==> config.mk <==
export PLATFORM = sky130hd
export DESIGN_NAME = imem_stream_loader
export DESIGN_NICKNAME = d
export VERILOG_FILES = /design/src/rtl/imem_stream_loader.sv
export SDC_FILE = /design/constraint.sdc
export NUM_CORES = 1
export LEC_CHECK = 0
export ABC_CLOCK_PERIOD_IN_PS = 8100
export CAP_MARGIN = 20
export CORE_ASPECT_RATIO = 0.7
export CORE_UTILIZATION = 46
export CTS_BUF_LIST = sky130_fd_sc_hd__clkbuf_4 sky130_fd_sc_hd__clkbuf_8
export DETAILED_ROUTE_END_ITERATION = 10
export GPL_ROUTABILITY_DRIVEN = 1
export GPL_TIMING_DRIVEN = 0
export PLACE_DENSITY = 0.77
export SLEW_MARGIN = 20
export SYNTH_ARGS = -nofsm -noshare
export SYNTH_HDL_FRONTEND = slang
export SYNTH_SLANG_ARGS = --single-unit
==> constraint.sdc <==
create_clock -name clk -period 8.1 [get_ports clk]
set_clock_uncertainty 0.1 [all_clocks]
set_input_delay 2.43 -clock clk [delete_from_list [all_inputs] [get_ports clk]]
set_output_delay 2.43 -clock clk [all_outputs]
set_load 0.01 [all_outputs]
==> src/rtl/imem_stream_loader.sv <==
// Boot loader: streams instruction words into byte-wide imem,
// holding the core in reset until the programmed count is loaded.
module imem_stream_loader #(
  parameter int unsigned XLEN        = 32,
  parameter int unsigned DEPTH_WORDS = 128,
  parameter int unsigned BASE_ADDR   = 0,
  parameter bit          BIG_ENDIAN  = 1'b0,
  localparam int unsigned BPW    = XLEN / 8,
  localparam int unsigned ADDR_W = $clog2(DEPTH_WORDS * BPW),
  localparam int unsigned CNT_W  = $clog2(DEPTH_WORDS + 1)
) (
  input  logic              clk,
  input  logic              rst,
  input  logic              start,
  input  logic [CNT_W-1:0]  word_count,
  input  logic              s_valid,
  input  logic [XLEN-1:0]   s_data,
  output logic              s_ready,
  output logic              mem_we,
  output logic [ADDR_W-1:0] mem_addr,
  output logic [7:0]        mem_wdata,
  output logic              cpu_rst,
  output logic              busy,
  output logic              done,
  output logic              err,
  output logic [XLEN-1:0]   checksum
);

  localparam int unsigned BI_W = (BPW > 1) ? $clog2(BPW) : 1;
  localparam logic [CNT_W-1:0]  MAX_W  = CNT_W'(DEPTH_WORDS);
  localparam logic [BI_W-1:0]   LAST_B = BI_W'(BPW - 1);
  localparam logic [ADDR_W-1:0] BASE   = ADDR_W'(BASE_ADDR);
  localparam logic [ADDR_W-1:0] STEP   = ADDR_W'(BPW);

  typedef enum logic [2:0] {
    S_IDLE,
    S_RECV,
    S_WRITE,
    S_DONE,
    S_ERR
  } state_t;

  state_t            r_state;
  logic [CNT_W-1:0]  r_count;
  logic [CNT_W-1:0]  r_word_idx;
  logic [BI_W-1:0]   r_byte_idx;
  logic [XLEN-1:0]   r_word;
  logic [ADDR_W-1:0] r_base;
  logic              w_last_byte;
  logic              w_last_word;

  // Byte i in stream order; BE walks down from the MSB.
  function automatic logic [7:0] f_byte(
    input logic [XLEN-1:0] w,
    input logic [BI_W-1:0] i
  );
    int unsigned     k;
    logic [XLEN-1:0] t;
    k = BIG_ENDIAN ? (BPW - 1 - int'(i)) : int'(i);
    t = w >> (8 * k);
    return t[7:0];
  endfunction

  assign s_ready     = (r_state == S_RECV);
  assign w_last_byte = (r_byte_idx == LAST_B);
  assign w_last_word = (r_word_idx == r_count - CNT_W'(1));

  always_ff @(posedge clk or negedge rst) begin
    if (!rst) begin
      r_state    <= S_IDLE;
      r_count    <= '0;
      r_word_idx <= '0;
      r_byte_idx <= '0;
      r_word     <= '0;
      r_base     <= '0;
      mem_we     <= 1'b0;
      mem_addr   <= '0;
      mem_wdata  <= '0;
      cpu_rst    <= 1'b0;
      busy       <= 1'b0;
      done       <= 1'b0;
      err        <= 1'b0;
      checksum   <= '0;
    end else begin
      mem_we <= 1'b0;
      unique case (r_state)
        S_IDLE, S_DONE, S_ERR: begin
          // Zero-length loads raise done one cycle after entry.
          if (r_state == S_DONE) begin
            done    <= 1'b1;
            cpu_rst <= 1'b1;
          end
          if (start) begin
            done    <= 1'b0;
            cpu_rst <= 1'b0;
            err     <= 1'b0;
            busy    <= 1'b0;
            if (word_count == '0) begin
              checksum <= '0;
              r_state  <= S_DONE;
            end else if (word_count > MAX_W) begin
              err     <= 1'b1;
              r_state <= S_ERR;
            end else begin
              r_count    <= word_count;
              checksum   <= '0;
              r_word_idx <= '0;
              r_base     <= BASE;
              busy       <= 1'b1;
              r_state    <= S_RECV;
            end
          end
        end
        S_RECV: begin
          if (s_valid) begin
            r_word     <= s_data;
            checksum   <= checksum + s_data;
            r_byte_idx <= '0;
            mem_we     <= 1'b1;
            mem_addr   <= r_base;
            mem_wdata  <= f_byte(s_data, '0);
            r_state    <= S_WRITE;
          end
        end
        S_WRITE: begin
          if (w_last_byte) begin
            if (w_last_word) begin
              busy    <= 1'b0;
              done    <= 1'b1;
              cpu_rst <= 1'b1;
              r_state <= S_DONE;
            end else begin
              r_word_idx <= r_word_idx + CNT_W'(1);
              r_base     <= r_base + STEP;
              r_state    <= S_RECV;
            end
          end else begin
            r_byte_idx <= r_byte_idx + BI_W'(1);
            mem_we     <= 1'b1;
            mem_addr   <= mem_addr + ADDR_W'(1);
            mem_wdata  <= f_byte(r_word, r_byte_idx + BI_W'(1));
          end
        end
        default: r_state <= S_IDLE;
      endcase
    end
  end

endmodule

==> flow_metrics.env, run 1 <==
export IMPL_outcome="finished clean"
export IMPL_path_max_fanout=5
export IMPL_finalCriticalPeriod_ns=5.18
export IMPL_cp_common_cell="o211ai_1"
export IMPL_final_antenna_net_count=0
export IMPL_final_seq_area_um2=2830
export IMPL_die_y_um=104
export IMPL_cts_setup_buffers=0
export IMPL_nets=962
export IMPL_worstSkewPairLatency_ns=0.43
export IMPL_worst_setup_path_start_kind="primary input"
export IMPL_rr_endpoint="checksum[30]"
export IMPL_tns_ns=0
export IMPL_grt_pass1_vias=5848
export IMPL_crit_family="compound AO/OA/AOI/OAI gates"
export IMPL_drt_first_iter_violations=487
export IMPL_slew_viol_final=0
export IMPL_area_growth_pct=24.9
export IMPL_rsz0062_at_grt="false"
export IMPL_finalWeightedCongestion=0.935
export IMPL_fin_crit_sh_pct=64.0
export IMPL_grt_max_degree=80
export IMPL_wl_per_cell_um=17.4
export IMPL_peakVddDrop_uv=149
export IMPL_fp_row_count=36
export IMPL_cts_sinks=113
export IMPL_ios=99
export IMPL_cp_slowest_cell="clkdlybuf4s50_1"
export IMPL_cts_tree="yes"
export IMPL_place_hpwl_mm=14.0
export IMPL_multiInputGateArea_um2=3810
export IMPL_hold_violations=0
export IMPL_ctsResizeCount=0
export IMPL_dieArea_um2=15400
export IMPL_setup_viol=0
export IMPL_r2r_setup_slack_ns=5.09
export IMPL_place_area_um2=8100
export IMPL_netlist_area_um2=6860
export IMPL_critPathArrivalTime_ns=5.43
export IMPL_finalWirelength_mm=18.9
export IMPL_ys_types=74
export IMPL_ys_seq_elements=113
export IMPL_avgSynthCellArea_um2=8.98
export IMPL_syn_num_nets=845
export IMPL_slew_limit_headroom_pct=52.3
export IMPL_ys_seq_area_share_pct=41.2
export IMPL_crit_buf_inv=1
export IMPL_whs_path_depth=2
export IMPL_fillers=1253
export IMPL_first_pass_iters=5
export IMPL_io_buffers=97
export IMPL_antenna_found_initial=0
export IMPL_core_um2=14200
export IMPL_cap_violations=0
export IMPL_finalInstanceArea_um2=8570
export IMPL_cts_buffers=17
export IMPL_cp_required_ns=8.35
export IMPL_synthCells=764
export IMPL_drc=0
export IMPL_fmax_ghz=0.193
export IMPL_power_density_nw_per_um2=366
export IMPL_antennaDiodeCount=0
export IMPL_gr_usage_all_layers_pct=25.7
export IMPL_die_w_um=148
export IMPL_root_buffer="clkbuf_8"
export IMPL_worstRegToRegCells=10
export IMPL_grt_pass1_wl_mm=30.9
export IMPL_tightest_slew_ns=0.715
export IMPL_cp_end_kind="register"
export IMPL_post_drt_via_cell_ratio=5.76
export IMPL_worstSetupPathType="in -> reg"
export IMPL_postSynth_asyncResetShare_pct=100
export IMPL_num_vias=6241
export IMPL_synth_edf_count=0
export IMPL_drive_gt1_share_pct=8.95
export IMPL_hold_buffers=0
export IMPL_start_util_pct=48.2
export IMPL_p_leak_nw=3.80
export IMPL_hold_path_class="reg -> reg"
export IMPL_hold_path_startpoint="r_word[17]"
export IMPL_yosys_warnings=0
export IMPL_overflow=0
export IMPL_htree_levels=4
export IMPL_synthFlopType="dfrtp_1"
export IMPL_clkTransAtPathRegs_ns=0.07
export IMPL_clockBufferDepth=2
export IMPL_hold_end="r_word[17]"
export IMPL_cp_cell_sequence="clkdlybuf4s50_1 > ha_1 > a21oi_1 > o211ai_1 > o211ai_1 > o31ai_4 > a311oi_4 > o221ai_2 > xor2_1 > o211ai_1"
export IMPL_max_stage_delay_ns=0.65
export IMPL_r2r_start="checksum[0]"
[power by group]
group          leakage, nW  internal [mW]  switching, mW
logic                 2.12          0.695          0.845
clock network        0.236          0.397          0.238
registers             1.44          0.779          0.184
[worst max-delay path by stage]
| stage | from | end | slack (ns) | cells after the start |
|---|---|---|---|---|
| floorplan | s_data[0] | checksum[10] | 3.45 | 10 |
| global placement | rst | r_base[4] | 0.07 | 1 |
| CTS | s_data[1] | checksum[31] | 2.98 | 10 |
| global route | s_data[1] | checksum[31] | 2.77 | 10 |
| detailed placement | s_data[1] | checksum[31] | 2.53 | 10 |
| finish | s_data[1] | checksum[31] | 2.92 | 10 |
[placed cells by master (no fill, tap or decap), types with 8 or more instances in the layout]
master | synthesis | routed
a21o_1 | 17 | 17
a21oi_1 | 45 | 45
a31oi_1 | 10 | 10
buf_2 | 9 | 9
clkbuf_1 | 18 | 18
clkbuf_8 | 0 | 20
clkdlybuf4s50_1 | 0 | 96
dfrtp_1 | 113 | 113
ha_1 | 36 | 36
inv_1 | 22 | 22
mux4_2 | 8 | 8
nand2_1 | 172 | 172
nand3_1 | 17 | 17
nand4_1 | 11 | 11
nor2_1 | 45 | 45
nor3_1 | 13 | 13
o21ai_0 | 62 | 62
o31ai_1 | 8 | 8
or3_1 | 9 | 9
xnor2_1 | 25 | 25
xor2_1 | 11 | 11
[through the flow]
stage | worst slack [ns] | utilization, % | hold WS (ns) | instances | power (mW)
after floorplan | 3.45 | - | 0.340 | 764 | 1.94
after global placement | 0.0679 | 56.7 | 0.357 | 1051 | 2.44
after CTS | 2.98 | 60.2 | 0.382 | 1084 | 3.13
final | 2.92 | 60.2 | 0.380 | 1084 | 3.14
after global routing | 2.77 | 60.2 | 0.409 | 1084 | 3.35
after detailed placement | 2.53 | 56.9 | 0.365 | 1052 | 2.48
[routing by layer]
layer	vias to the layer above	GRT usage [%]	wire, um
li1	2968	-	-
met1	2970	38.8	9050
met2	279	35.2	7690
met3	24	6.93	1850
met4	0	8.17	309
met5	-	0	0
[state kept, by name, summed over array words and instances (netlist names), 2 cells and up]
signal	flops
r_state	3
r_byte_idx	2
r_word_idx	8
mem_addr	9
r_count	8
r_base	7
r_word	32
mem_wdata	8
checksum	32
[synth_stat cells, types with 5 or more instances]
library cell    n  area, um^2
a211oi_1        6        45.0
a21o_1         17         128
a21oi_1        45         225
a22o_1          7        61.3
a31oi_1        10        62.6
buf_2           9        45.0
clkbuf_1       18        67.6
dfrtp_1       113        2830
ha_1           36         450
inv_1          22        82.6
mux2_2          6        67.6
mux2i_1         6        60.1
mux4_2          8         180
nand2_1       172         646
nand3_1        17        85.1
nand4_1        11        68.8
nor2_1         45         169
nor2b_1         5        31.3
nor3_1         13        65.1
o21ai_0        62         310
o31ai_1         8        60.1
or3_1           9        56.3
xnor2_1        25         219
xor2_1         11        96.3
[worst min-delay path, stage by stage (launching register included)]
cell,delay (ns)
dfrtp_1,0.35
nand2_1,0.05
nand2_1,0.05
[kinds of logic (layout without fill, tap and decap cells)]
group | Yosys count | count (layout) | synth area share [%]
buf+inv | 55 | 185 | 3.34
flops | 113 | 113 | 41.2
simple gates | 302 | 302 | 19.5
xor+xnor | 36 | 36 | 4.59
compound gates | 201 | 201 | 20.1
mux | 20 | 20 | 4.48
fa+ha+maj | 37 | 37 | 6.86
[final cells by class]
type / count / share of cell area (%)
flip-flops and latches: 113 / 33.0
repair buffers: 98 / 11.7
plain buffers: 33 / 1.71
inverters: 22 / 0.964
clock inverters: 10 / 2.10
well taps: 190 / 2.77
multi-input cells: 596 / 44.4
clock buffers: 22 / 3.39
No activity file was read; power rests on OpenSTA's default activity.
==> run 2: changes to the inputs <==
--- a/config.mk
+++ b/config.mk
@@ -5,7 +5,7 @@
 export SDC_FILE = /design/constraint.sdc
 export NUM_CORES = 1
 export LEC_CHECK = 0
-export ABC_CLOCK_PERIOD_IN_PS = 8100
+export ABC_CLOCK_PERIOD_IN_PS = 4840
 export CAP_MARGIN = 20
 export CORE_ASPECT_RATIO = 0.7
 export CORE_UTILIZATION = 46
==> constraint.sdc (replaced) <==
create_clock -name clk -period 4.84 [get_ports clk]
set_clock_uncertainty 0.1 [all_clocks]
set_input_delay 1.452 -clock clk [delete_from_list [all_inputs] [get_ports clk]]
set_output_delay 1.452 -clock clk [all_outputs]
set_load 0.01 [all_outputs]
==> results of run 2 <==
The final DEF is identical to that of run 1. Status: finished clean.
Among the figures that moved: setup slack after placement 2.53 ns -> 0.251 ns; setup slack after layout 2.92 ns -> 0.636 ns; register-to-register setup slack 5.09 ns -> 1.83 ns; total power 3.14 mW -> 5.25 mW; worst IR drop on VDD 149 uV -> 250 uV
==> run 3: changes to the inputs <==
--- a/config.mk
+++ b/config.mk
@@ -18,3 +18,4 @@
 export SYNTH_ARGS = -nofsm -noshare
 export SYNTH_HDL_FRONTEND = slang
 export SYNTH_SLANG_ARGS = --single-unit
+export TNS_END_PERCENT = 100
==> results of run 3 <==
The final DEF is identical to that of run 1. Status: finished clean.
Among the figures that moved: setup slack after placement 2.53 ns -> 0.251 ns; setup slack after layout 2.92 ns -> 0.636 ns; register-to-register setup slack 5.09 ns -> 1.83 ns; total power 3.14 mW -> 5.25 mW; worst IR drop on VDD 149 uV -> 250 uV
==> RTL change 1, RTL diff (config.mk and constraints of run 2) <==
Register the output `err` once more, with the module's reset; this adds one clock of latency there. The other outputs are not delayed to match.
--- a/src/rtl/imem_stream_loader.sv
+++ b/src/rtl/imem_stream_loader.sv
@@ -40,6 +40,8 @@
     S_ERR
   } state_t;
 
+  logic err_s0;
+
   state_t            r_state;
   logic [CNT_W-1:0]  r_count;
   logic [CNT_W-1:0]  r_word_idx;
@@ -79,7 +81,7 @@
       cpu_rst    <= 1'b0;
       busy       <= 1'b0;
       done       <= 1'b0;
-      err        <= 1'b0;
+      err_s0     <= 1'b0;
       checksum   <= '0;
     end else begin
       mem_we <= 1'b0;
@@ -93,13 +95,13 @@
           if (start) begin
             done    <= 1'b0;
             cpu_rst <= 1'b0;
-            err     <= 1'b0;
+            err_s0  <= 1'b0;
             busy    <= 1'b0;
             if (word_count == '0) begin
               checksum <= '0;
               r_state  <= S_DONE;
             end else if (word_count > MAX_W) begin
-              err     <= 1'b1;
+              err_s0  <= 1'b1;
               r_state <= S_ERR;
             end else begin
               r_count    <= word_count;
@@ -146,5 +148,13 @@
     end
   end
 
+  always_ff @(posedge clk or negedge rst) begin
+    if (!rst) begin
+      err <= '0;
+    end else begin
+      err <= err_s0;
+    end
+  end
+
 endmodule
 
Behaviour: not the same (Yosys sat finds a counterexample within 4 cycles, from zero or initial values and one cycle with rst low).
==> RTL change 1 against run 2 <==
Via count is 3.5% lower; sequential share of layout area is 0.82 points higher; sequential cell count is 1 higher; register-to-register slack worse by 0.47 ns; cell area is 1.6% lower; power is 1.7% higher; count of clock-buffer cells in the layout is 1 lower; global-route usage is 0.68 points lower; worst setup slack worse by 0.38 ns; sequential power is 2% higher; combinational power is 2% higher; synthesized area is 1.9% lower; wire length is 5.9% lower; critical path type unchanged; critical endpoint unchanged; largest cell class unchanged.
==> RTL change 1: results (changes against run 2) <==
WP data arrival=4.81 ns (was 4.45 ns); first-pass GRT wire length=29.3 mm (was 30.9 mm); Cell variety after synth=66 (was 74); syn_nets=825 (was 845); pin count of the biggest net entering global routing=66 (was 80); top cells by area, synth=dfrtp_1 42%, nand2_1 9.7%, ha_1 6.7% (was dfrtp_1 41%, nand2_1 9.4%, ha_1 6.6%); Leak=3.78 nW (was 3.80 nW); sequential area share after synthesis=0.424 (was 0.412); most frequent cells after synthesis=174 x nand2_1, 114 x dfrtp_1, 59 x o21ai_0 (was 172 x nand2_1, 113 x dfrtp_1, 62 x o21ai_0); Cells after Synth=744 (was 764); RePlAce Congestion=0.966 (was 0.935); Routed Wire Length=17.8 mm (was 18.9 mm); power consumption=0.00534 W (was 0.00525 W); Place WS=-0.161 ns (was 0.251 ns); via/cell ratio=5.67 (was 5.76); vias=6025 (was 6241); share of layout cells above drive strength 1=0.0710 (was 0.0895); slowest stage delay, CP=0.76 ns (was 0.65 ns); placed cell area=7970 um2 (was 8100 um2); Sw Share=0.402 (was 0.404); Comb. pwr=0.00264 W (was 0.00258 W); Global Route Usage Sum=0.250 (was 0.257); status=complete, no violations (unchanged); CP max-delay cell=a2111oi_1 (was clkdlybuf4s50_1); Met3 Wirelength=1.47 mm (was 1.85 mm)
-- RTL change 1: changes by cell type in the layout (fill, tap and decap cells not counted), moves of 4 or more --
cell / delta
nand4_1: -4
a22oi_1: +4
clkbuf_1: +5
a21oi_1: -9
buf_2: -8
a31oi_1: +4
xor2_1: +8
or3_1: -6
o21a_1: +7
nor2_1: -9
-- RTL change 1: final cells by class --
cell class | count | area [um2]
clock inverters | 10 | 180
fillers | 1223 | 5660
repair buffers | 98 | 1000
well taps | 190 | 238
multi-input cells | 578 | 3680
plain buffers | 32 | 126
inverters | 20 | 75.1
clock buffers | 21 | 283
flip-flops and latches | 114 | 2850
-- RTL change 1: routing by layer --
metal	up-vias	global-route usage
met5	-	0
met4	0	0.0681
met3	23	0.0496
met2	259	0.346
met1	2849	0.392
li1	2894	-
-- RTL change 1: worst paths after layout --
kind	start	slack [ns]	end	cells past startpoint
worst min register to register	err_s0$_DFFE_PN0P_	0.29	err$_DFF_PN0_	0
min in group asynchronous	rst	0.85	checksum[20]$_DFFE_PN0P_	1
worst max-delay path	s_data[1]	0.26	checksum[31]$_DFFE_PN0P_	11
max in group asynchronous	rst	3.11	r_base[8]$_DFFE_PN0P_	2
worst max register to register	checksum[10]$_DFFE_PN0P_	1.36	checksum[31]$_DFFE_PN0P_	10
worst min-delay path	err_s0$_DFFE_PN0P_	0.29	err$_DFF_PN0_	0
-- RTL change 1: cells by family after synthesis --
family                   share of synthesized area
AO/OA/AOI/OAI                                0.189
XOR/XNOR                                    0.0546
adder cells (fa/ha/maj)                     0.0698
buffers and inverters                       0.0299
flip-flops                                   0.424
multiplexers                                0.0489
AND/OR/NAND/NOR                              0.184
-- RTL change 1: repair_timing --
item                                   4_1_cts  5_1_grt
setup endpoints to repair                    0        1
endpoints found under the hold margin        0        0
gates resized for setup                      0        1
==> RTL change 2, RTL diff (flow settings as in run 2) <==
Made on the original files. Set the parameter `DEPTH_WORDS` to 64 (it was 128).
--- a/src/rtl/imem_stream_loader.sv
+++ b/src/rtl/imem_stream_loader.sv
@@ -2,7 +2,7 @@
 // holding the core in reset until the programmed count is loaded.
 module imem_stream_loader #(
   parameter int unsigned XLEN        = 32,
-  parameter int unsigned DEPTH_WORDS = 128,
+  parameter int unsigned DEPTH_WORDS = 64,
   parameter int unsigned BASE_ADDR   = 0,
   parameter bit          BIG_ENDIAN  = 1'b0,
   localparam int unsigned BPW    = XLEN / 8,
Ports: changed (resized mem_addr and word_count); port bits go from 99 to 97. The function was not compared with the original's and may differ.
==> RTL change 2 against run 2 <==
Cell area down 6.9%; cell count down 4.3%; maximum frequency down 5.5%; via count down 5.0%; count of clock-buffer cells in the layout down 12; wire length down 7.7%; sequential cell count down 4; power down 10%; synthesized area down 4.3%; worst setup slack worse by 0.25 ns.
==> RTL change 2: results (changes against run 2) <==
CTS H-Tree Depth=3 (was 4); register clock-pin slew on the reported worst setup and hold paths=0.10 ns (was 0.07 ns); CP Max Fanout=3 (was 5); Cell Pwr Density=592 nW/um2 (was 613 nW/um2); status=complete, no violations (unchanged); via/cell ratio=5.72 (was 5.76); Skew-Pair Late Insertion Delay=0.39 ns (was 0.43 ns); slowest stage delay, CP=0.56 ns (was 0.65 ns); pin count of the biggest net entering global routing=63 (was 80); crit path to=checksum[18]$_DFFE_PN0P_ (was checksum[31]$_DFFE_PN0P_); fin worst setup slack=0.389 ns (was 0.636 ns); most frequent cells after synthesis=169 x nand2_1, 109 x dfrtp_1, 54 x o21ai_0 (was 172 x nand2_1, 113 x dfrtp_1, 62 x o21ai_0); Global Route Usage Sum=0.249 (was 0.257); Routed Wire Length=17.4 mm (was 18.9 mm); Mean Syn Cell Area=8.92 um2 (was 8.98 um2); Sw Share=0.428 (was 0.404); hold_sp=busy$_DFFE_PN0P_ (was r_word[17]$_DFFE_PN0P_); Final HPWL DP=13.4 mm (was 14.0 mm); first-pass GRT wire length=28.1 mm (was 30.9 mm); Filler cells=1221 (was 1253); Fin Hold WS=0.387 ns (was 0.380 ns); Place WS=0.0830 ns (was 0.251 ns); headroom to the max-slew limit=0.476 (was 0.523); Reg2Reg Setup Slack=1.63 ns (was 1.83 ns); vias in the first global route=5483 (was 5848); sequential area share after synthesis=0.415 (was 0.412); top cells by area, synth=dfrtp_1 42%, nand2_1 9.7%, ha_1 6.9% (was dfrtp_1 41%, nand2_1 9.4%, ha_1 6.6%); DR iter-0 viols=473 (was 487); placed cell area=7780 um2 (was 8100 um2); CP startpoint=s_data[0] (was s_data[1]); compound-cell area share of the yosys netlist=0.205 (was 0.201); Cell variety after synth=67 (was 74); Leak=3.65 nW (was 3.80 nW); biggest regs=checksum x32, r_word x32 (was checksum x32, r_word x32, mem_addr x9); CP max-delay cell=o311ai_0 (was clkdlybuf4s50_1); Psw=0.00202 W (was 0.00212 W); Inst Count DP=1022 (was 1052); Post-Synth Adder-Cell Area=0.0716 (was 0.0686); FF-to-FF path depth=11 (was 10); xor/xnor share of the synthesized area=0.0427 (was 0.0459)
RTL change 2: changes by cell type after synthesis, moves of 4 or more:
cell	change
o21ai_0	-8
inv_1	-6
and3_1	+5
dfrtp_1	-4
nand4_1	-8
mux2i_1	-4
a21oi_1	+6
o21a_1	+6
xnor2_1	-5
buf_2	-6
nor2_1	-6
a31oi_1	+4
RTL change 2: layer usage:
| metal | GRT usage | wire (um) | part of all wire | up-vias |
|---|---|---|---|---|
| met2 | 0.345 | 6920 | 0.40 | 265 |
| met5 | 0 | 0 | 0 | - |
| met4 | 0.0583 | 168 | 0.0096 | 0 |
| met1 | 0.396 | 8850 | 0.51 | 2792 |
| li1 | - | - | - | 2853 |
| met3 | 0.0445 | 1500 | 0.086 | 19 |
RTL change 2: final cells by class:
class                   count  area share
plain buffers              29      0.0155
clock buffers              10      0.0172
clock inverters             5     0.00752
inverters                  16     0.00752
multi-input cells         582       0.458
flip-flops and latches    109       0.342
well taps                 190      0.0298
repair buffers             96       0.123
